File: config.mk
export PLATFORM = sky130hd
export DESIGN_NAME = countdown_sequencer
export DESIGN_NICKNAME = d
export VERILOG_FILES = /design/src/rtl/countdown_sequencer.sv
export SDC_FILE = /design/constraint.sdc
export NUM_CORES = 1
export LEC_CHECK = 0
export ABC_AREA = 1
export CAP_MARGIN = 15
export CORE_MARGIN = 10
export CORE_UTILIZATION = 35
export DETAILED_ROUTE_END_ITERATION = 10
export DONT_BUFFER_PORTS = 1
export PLACE_DENSITY_LB_ADDON = 0.1
export SLEW_MARGIN = 25
export SYNTH_ARGS = -nofsm -noshare
export SYNTH_HDL_FRONTEND = slang
export SYNTH_SLANG_ARGS = --single-unit
File: constraint.sdc
create_clock -name clk -period 1.36 [get_ports clk]
set_input_delay 0.068 -clock clk [delete_from_list [all_inputs] [get_ports clk]]
set_output_delay 0.068 -clock clk [all_outputs]
set_load 0.02 [all_outputs]
File: src/rtl/countdown_sequencer.sv
// countdown_sequencer: loadable down-counter with start/busy/done handshake.
// Ports: clk, reset (async, active-high), start, load_val[x-1:0] (0 selects n),
//   en (step enable), abort; outputs busy (RUN), step (RUN && en, combinational),
//   count[x-1:0] (steps remaining), done (one-cycle pulse in DONE).
// Latency: start to done is L+1 cycles with en held high; each en=0 RUN cycle adds one.
// Optional feature: define COUNTDOWN_AUTORELOAD_EN so that DONE re-enters RUN
//   with count reloaded from the captured step count (periodic done pulses).
module countdown_sequencer #(
  parameter int x = 4,
  parameter int n = 3
) (
  input  logic         clk,
  input  logic         reset,
  input  logic         start,
  input  logic [x-1:0] load_val,
  input  logic         en,
  input  logic         abort,
  output logic         busy,
  output logic         step,
  output logic [x-1:0] count,
  output logic         done
);

  typedef enum logic [1:0] {
    IDLE = 2'd0,
    RUN  = 2'd1,
    DONE = 2'd2
  } state_t;

  localparam logic [x-1:0] DEF_LOAD = x'(n);

  state_t       state_q, state_d;
  logic [x-1:0] count_q, count_d;
  logic [x-1:0] reload_q, reload_d;
  logic [x-1:0] load_sel;

  // A zero load value means "use the default step count".
  assign load_sel = (load_val == '0) ? DEF_LOAD : load_val;

  always_ff @(posedge clk or posedge reset) begin
    if (reset) begin
      state_q  <= IDLE;
      count_q  <= '0;
      reload_q <= '0;
    end else begin
      state_q  <= state_d;
      count_q  <= count_d;
      reload_q <= reload_d;
    end
  end

  always_comb begin
    state_d  = state_q;
    count_d  = count_q;
    reload_d = reload_q;
    unique case (state_q)
      IDLE: begin
        // abort beats start
        if (start && !abort) begin
          count_d  = load_sel;
          reload_d = load_sel;
          state_d  = RUN;
        end
      end
      RUN: begin
        // abort has priority over both stepping and completion
        if (abort) begin
          count_d = '0;
          state_d = IDLE;
        end else if (en) begin
          // leave RUN on the 1->0 step so count never wraps
          if (count_q == x'(1)) begin
            count_d = '0;
            state_d = DONE;
          end else begin
            count_d = count_q - x'(1);
          end
        end
      end
      DONE: begin
        if (abort) begin
          state_d = IDLE;
        end else begin
`ifdef COUNTDOWN_AUTORELOAD_EN
          count_d = reload_q;
          state_d = RUN;
`else
          state_d = IDLE;
`endif
        end
      end
      default: begin
        count_d = '0;
        state_d = IDLE;
      end
    endcase
  end

  assign busy  = (state_q == RUN);
  assign step  = (state_q == RUN) && en;
  assign done  = (state_q == DONE);
  assign count = count_q;

endmodule

* Word-level counts from Yosys, hierarchy flattened
Cells that the tools add are included.
Word-level totals: output and inout port bits 7, input bits 9, word-level logic and storage cells 28, register bits 6
Operators by class: reduce and logical (&&, ||, !) cells 7, equal/unequal tests 6, add/sub/neg operators 1, mux-type cells 11, bitwise gates (word level) 1
Operator list (count):
- 2-to-1 mux 4 bit | 5
- one-hot mux 4 bit (3 select lines) | 1
- 2-to-1 mux 2 bit | 4
- AND reduction 3 bit | 2
- == test 4 x 1 -> 1 bit, second input constant | 1
- zero test 4 bit | 1
- one-hot mux 2 bit (2 select lines) | 1
- subtractor 4 x 1 -> 4 bit, second input constant | 1
- != test 3 x 2 -> 1 bit, second input constant | 1
- != test 3 bit, second input constant | 1
- == test 2 x 1 -> 1 bit, second input constant | 1
- == test 2 bit, second input constant | 1
- logical AND 1 bit | 2
- zero test 2 bit | 1
- != test 2 bit, second input constant | 1
- zero test 1 bit | 1
- inverter 1 bit | 1

* Logic depth before layout (Yosys ltp)
Gate-level depths: netlist (run 1).
word-level depth 5, mapped depth 9, gate-level depth less buffers 9

* Least setup slack after synthesis (run 1)
OpenSTA, ideal clock, no wires.
path type flip-flop to flip-flop, start register count_q[0], in the netlist count[0], end register count_q[1], in the netlist count[1], library setup time 0.065 ns, cell stages (with the launch flop) 7, data required time 1.295 ns, clock period less this slack 1.294 ns, arrival time 1.229 ns, slack 0.066 ns, buffers on the path 0, cell sequence dfrtp_1 > inv_1 > ha_1 > or2_1 > nand2_1 > nand2_1 > nand2_1
On the way: longest elaborated chain between the ends 5, elaborated cells between the ends (all ways) 6, classes of those cells add/sub: 1; eq/ne: 1; mux: 4
RTL lines:
- from (decl) | line 33 | logic [x-1:0] count_q, count_d;
- from (signal assigned) | line 47 | count_q <= count_d;
- subtractor 4 x 1 -> 4 bit / == test 4 x 1 -> 1 bit (equally long branches) | line 76, 72
- 2-to-1 mux 4 bit (*) | line 72 | if (count_q == x'(1)) begin
- 2-to-1 mux 4 bit (*) | line 70 | end else if (en) begin
- 2-to-1 mux 4 bit (*) | line 67 | if (abort) begin
- one-hot mux 4 bit (3 select lines) (*) | line 56 | unique case (state_q)
Mark *: on every way between the ends. The rest lies on a longest branch, timed or not. The select of a mux whose other input is x is not followed. A chain may end at the register's enable or synchronous reset.

* Final worst setup path (run 1)
Ends and elaborated chain as after synthesis.

==> qor.csv, run 1 <==
stage;metric;value;unit
outcome;status;completed;
sta;relative slew slack;0.7428;
setup_path;Crit path top cell by count;nand2_1;
job;max-cap violations;0;
cells_and_area;P&R area growth vs syn;18.93;%
yosys;Warnings, synthesis;0;
power_and_ir_drop;Overall Power;1008;uW
power_and_ir_drop;Leak;0.0003290;uW
setup_path;arrival time at the worst endpoint;1.40;ns
sta;Worst Clk Skew;0.003982;ns
setup_path;critical path type;register to register;
setup_path;Crit. Startpoint;count[0]$_DFFE_PP0P_;
clocking;post-CTS sizing;0;
sta;fin crit period;1.223;ns
sta;RSZ-0062 raised after global routing;no;
yosys;top-area cell type share of the netlist area;0.3200;
yosys;Avg Cell Area, Syn;6.427;um^2
sta;setup TNS;0;ns
worst_hold_path;hold depth;3;
clocking;TritonCTS Sinks;6;
sta;period utilisation layout;0.8994;
yosys;#FFs+latches synth;6;
sta;final setup vio count;0;
floorplanning;die height;56.62;um
setup_path;CP Launch Type;register;
drt;drt wl/cell;10.98;um
clocking;CTS tree;built;
setup_path;Worst R2R End;count[1]$_DFFE_PP0P_;
clocking;CTS Buffer Depth;2;
drt;via/cell ratio;4.443;
drt;violation count after the first detailed-routing iteration;6;
yosys;synthesized cell area;469.2;um^2
placed_design;IO buf count;0;
yosys;area leader, netlist;dfrtp_1;
floorplanning;IO Pins;16;
clocking;worst skew pair latency;0.24;ns
worst_hold_path;type of the worst min-delay path;primary input to register;
setup_path;reg2reg start;count[0]$_DFFE_PP0P_;
setup_path;reg-to-reg setup timing slack;0.14;ns
clocking;CTS Buf Count;3;
cells_and_area;fill cell count;142;
drt;final WL;1.065;mm
worst_hold_path;hold path startpoint;abort;
setup_path;CP bufs+invs;1;
placed_design;gp weighted congestion;0.7337;
sta;worst hold slack;0.01008;ns
sta;max-slew violation count;0;
clocking;cts hold-fix bufs;1;
clocking;Worst-path clk slew;0.04;ns
global_route;global route overflow;0;
yosys;Synth cell types;16;
drt;First-pass DRT Iterations;2;
setup_path;CP max stage delay;0.37;ns
power_and_ir_drop;maximum vdd drop;0.0005934;V
yosys;sequential-to-total area share from yosys stat;0.3200;
cells_and_area;share of post-route cells with drive strength above 1;0.2073;
floorplanning;Starting Density;0.3651;
placed_design;Final HPWL DP;959.1;um
placed_design;Placed Cells;93;
worst_hold_path;worst hold endpoint;state_q[1]$_DFFE_PP0P_;
drt;DRC Markers;0;
cells_and_area;final core occ;0.4343;
floorplanning;Die W;56.62;um
setup_path;r2r worst-path depth;6;
cells_and_area;Layout Nets;95;
sta;Final Hold Viols;0;
floorplanning;cell row count;13;
setup_path;CP max-delay cell;dfrtp_1;
yosys;gate count after technology mapping;73;
global_route;GRT Total Usage;0.07031;
sta;Worst Tran Pin Value;0.3843;ns
clocking;H-tree levels;1;
yosys;syn_nets;84;
drt;Vias;431;
yosys;Synth area leaders;dfrtp_1, nand2_1, inv_1, ha_1, nand2_2;
global_route;largest net degree at the start of global routing;7;
setup_path;Worst setup EP type;register;
setup_path;CP top delay family;simple AND/OR/NAND/NOR gates;
setup_path;Worst Path Max Fanout;4;
clocking;CTS root buf;clkbuf_4;
setup_path;Cell Chain, Critical Path;inv_1, ha_1, or2_1, nand2_1, nand2_1, nand2_1;
clocking;post-CTS setup buffer count;0;
global_route;global-route wire length before repair;1.863;mm
setup_path;CP required;1.54;ns
power_and_ir_drop;pwr/cell area;1807;nW/um^2
sta;Fmax;0.8175;GHz
global_route;vias in the first global route;426;
cells_and_area;non-filler instance count after layout;97;
floorplanning;Die ar.;3205;um^2
drt;Final ANT Viol Nets;0;
floorplanning;Core Region;1285;um^2
global_route;initial antenna violation count;0;
cells_and_area;antenna cells;0;
==> worst reg2reg max path, delay by kind of cell (launching register included) <==
family        cells  cell delay, ns
simple gates      4            0.41
flops             1            0.37
fa+ha+maj         1            0.29
buf+inv           1            0.09
==> registers in the layout, indices dropped and copies added, names as in the netlist <==
signal,flops
count,4
state_q,2
==> synth_stat cells <==
cell type	number
xnor2_1	1
dfrtp_1	6
nand2_1	29
o31ai_1	1
nand2_2	4
nand3_1	5
ha_1	2
inv_2	1
nor2_2	2
o21ai_1	1
nand3b_2	1
nor2_1	6
inv_1	11
nor2_4	1
o21ai_0	1
or2_1	1
==> routing by layer <==
layer	track usage	wire [um]	vias up
li1	-	-	242
met1	0.08095	506	181
met2	0.1113	502	8
met3	0.02022	55	0
met4	0.04124	0	0
met5	0	0	-
==> layout by cell type (no fill, tap or decap) <==
master	netlist	final
inv_1	11	11
ha_1	2	2
nor2_4	1	1
nand3b_2	1	1
buf_4	0	5
nand2_1	29	29
o21ai_0	1	1
or2_1	1	1
dlygate4sd3_1	0	1
o21ai_1	1	1
xnor2_1	1	1
nand3_1	5	5
nand2_2	4	4
o31ai_1	1	1
dfrtp_1	6	6
nor2_1	6	6
clkbuf_4	0	3
nor2_2	2	2
inv_2	1	1
==> cell type report <==
cell class	instances	area, um^2	area share
Tap cell	15	18.77	0.03363
Inverter	12	45.04	0.08072
Multi-Input combinational cell	55	274.0	0.4910
Timing Repair Buffer	6	47.55	0.08520
Clock buffer	3	22.52	0.04036
Sequential cell	6	150.1	0.2691
==> metrics by stage <==
stage                     instance area [um^2]  worst slack (ns)
after floorplan                          469.2           0.06597
after global placement                   525.5            0.1406
after detailed placement                 525.5            0.1492
after CTS                                558.0            0.1353
after global routing                     558.0           0.08050
final                                    558.0            0.1368
==> cells by family after synthesis <==
kind of cell	count (synthesis)	synth area share
AOI/OAI and AO/OA	3	0.03732
xor gates and xnor gates	1	0.01867
adders and majority gates	2	0.05332
buffers and inverters	12	0.09599
DFF	6	0.3200
and+or+nand+nor	49	0.4746
==> worst max path at each step <==
stage	endpoint	slack [ns]	cells after the start
2_1_floorplan	count[1]$_DFFE_PP0P_	0.07	6
3_3_place_gp	count[1]$_DFFE_PP0P_	0.14	6
3_5_place_dp	count[1]$_DFFE_PP0P_	0.15	6
4_1_cts	count[1]$_DFFE_PP0P_	0.14	6
5_1_grt	count[1]$_DFFE_PP0P_	0.08	6
6_report	count[1]$_DFFE_PP0P_	0.14	6
==> power by group <==
part	switching [uW]	internal [uW]
clock network	58.7	99.4
registers	68.7	240
logic	330	212
total	457	551
No activity file was read; power rests on OpenSTA's default activity.
==> run 2, diff against run 1 <==
- clock period: 1.36 -> 1.2 ns (I/O delays scaled with it)
==> run 2 against run 1 <==
Sequential power grew 21%; first-iteration DRC count grew 33%; final area grew 16%; global-route usage is 0.37 points higher; critical endpoint unchanged; largest power group unchanged; highest routed layer is now met4.
==> qor.csv, run 2 (same netlist as run 1, synthesis figures left out) <==
stage;metric;value;unit
floorplanning;Die ar.;3205;um^2
clocking;Worst-path clk slew;0.05;ns
sta;final setup vio count;0;
sta;max-slew violation count;0;
drt;Final ANT Viol Nets;0;
clocking;CTS tree;built;
setup_path;Worst R2R End;count[1]$_DFFE_PP0P_;
drt;violation count after the first detailed-routing iteration;8;
sta;period utilisation layout;0.9750;
cells_and_area;most common cell after layout, fill and taps aside;nand2_1;
setup_path;Worst Path Max Fanout;3;
setup_path;CP Launch Type;register;
setup_path;Crit path top cell by count;nand2_1;
clocking;worst skew pair latency;0.25;ns
cells_and_area;Layout Nets;101;
cells_and_area;most frequent cells in the layout;nand2_1, inv_1, buf_4;
setup_path;reg-to-reg setup timing slack;0.03;ns
cells_and_area;fill cell count;137;
setup_path;CP max stage delay;0.40;ns
setup_path;CP bufs+invs;1;
placed_design;gp weighted congestion;0.7797;
power_and_ir_drop;Leak;0.0003574;uW
setup_path;Worst Setup EP;count[1]$_DFFE_PP0P_;
global_route;vias in the first global route;445;
placed_design;IO buf count;0;
setup_path;CP top delay family;flip-flops;
floorplanning;Starting Density;0.3651;
setup_path;Worst setup EP type;register;
placed_design;Final HPWL DP;991.5;um
sta;relative slew slack;0.8343;
clocking;CTS Buffer Depth;2;
setup_path;Crit. Startpoint;count[0]$_DFFE_PP0P_;
drt;final WL;1.137;mm
drt;DRC Markers;0;
setup_path;CP required;1.38;ns
setup_path;critical path type;register to register;
cells_and_area;footprint of the multi-input gates;304.0;um^2
sta;Worst Clk Skew;0.01010;ns
drt;via/cell ratio;4.519;
sta;Fmax;0.8547;GHz
cells_and_area;Storage cell area;153.9;um^2
global_route;initial antenna violation count;0;
cells_and_area;max reg flops;4;
floorplanning;IO Pins;16;
setup_path;arrival time at the worst endpoint;1.35;ns
job;max-cap violations;0;
setup_path;Cell Chain, Critical Path;inv_2, ha_1, or2_1, nand2_1, nand2_1, nand2_1;
cells_and_area;antenna cells;0;
cells_and_area;P&R area growth vs syn;37.87;%
clocking;CTS Buf Count;3;
global_route;global route overflow;0;
sta;setup TNS;0;ns
drt;First-pass DRT Iterations;4;
drt;drt wl/cell;10.93;um
global_route;largest net degree at the start of global routing;7;
global_route;global-route wire length before repair;1.925;mm
clocking;CTS root buf;clkbuf_4;
cells_and_area;share of post-route cells with drive strength above 1;0.3483;
clocking;TritonCTS Sinks;6;
worst_hold_path;type of the worst min-delay path;primary input to register;
floorplanning;die height;56.62;um
setup_path;reg2reg start;count[0]$_DFFE_PP0P_;
floorplanning;Core Region;1285;um^2
drt;Vias;470;
setup_path;WP depth;6;
sta;Final Hold Viols;0;
floorplanning;cell row count;13;
setup_path;CP max-delay cell;dfrtp_2;
sta;fin crit period;1.170;ns
cells_and_area;final core occ;0.5034;
clocking;H-tree levels;1;
sta;RSZ-0062 raised after global routing;yes;
outcome;status;completed;
floorplanning;Die W;56.62;um
sta;Worst Tran Pin Value;0.2483;ns
power_and_ir_drop;pwr/cell area;2048;nW/um^2
worst_hold_path;hold path startpoint;start;
power_and_ir_drop;maximum vdd drop;0.001070;V
global_route;GRT Total Usage;0.07402;
setup_path;r2r worst-path depth;6;
## run 2: cell count changes in the layout (fill, tap and decap cells not counted), sizes merged
cell / delta
clkbuf: +1
dlygate4sd3: +1
buf: +5
## run 2: layer usage
layer  vias to the layer above  global-route usage  part of all wire
li1                        251                   -                 -
met1                       201             0.08385              0.45
met2                        16              0.1113              0.45
met3                         2             0.02697             0.088
met4                         0             0.05155            0.0079
met5                         -                   0                 0
## run 2: what timing repair did
| action | 4_1_cts | 5_1_grt |
|---|---|---|
| resized for setup | 2 | 8 |
| pin swaps | 0 | 1 |
| hold buffers | 2 | 0 |
| hold endpoints to repair | 7 | 0 |
| buffers inserted | 0 | 2 |
| endpoints found under the setup margin | 3 | 5 |
## run 2: how the worst min path moves through the flow
stage                                         to  slack (ns)  cells after the start
after detailed placement    count[2]$_DFFE_PP0P_       -0.12                      1
after global placement      count[2]$_DFFE_PP0P_       -0.12                      1
after CTS                 state_q[0]$_DFFE_PP0P_        0.01                      2
after global routing      state_q[0]$_DFFE_PP0P_        0.04                      2
final                     state_q[0]$_DFFE_PP0P_        0.01                      2
after floorplan             count[2]$_DFFE_PP0P_       -0.15                      1
## run 2: per-stage QoR
step / instance area (um^2) / hold WS [ns] / setup WS [ns] / instances / total power, uW
global placement: 553.0 / -0.1184 / -0.004790 / 96 / 1046
detailed placement: 553.0 / -0.1181 / -0.01036 / 96 / 1046
CTS: 601.8 / 0.01248 / 0.03068 / 102 / 1265
floorplan: 474.2 / -0.1492 / 0.008474 / 73 / 793.7
finish: 646.9 / 0.01281 / 0.02999 / 104 / 1325
global route: 646.9 / 0.03872 / -0.03810 / 104 / 1439
## run 2: where the power goes
part	total, uW	leakage [uW]	switching [uW]	internal [uW]
registers	374	0.0000730	95.0	279
logic	751	0.000269	420	331
clock network	200	0.0000150	73.9	126
total	1320	0.000357	589	736
## run 2: layout make-up
class | count | area share
timing repair buffer | 12 | 0.1528
multi-input combinational | 55 | 0.4700
tap | 15 | 0.02901
clock buffer | 4 | 0.04062
inverter | 12 | 0.06963
sequential | 6 | 0.2379
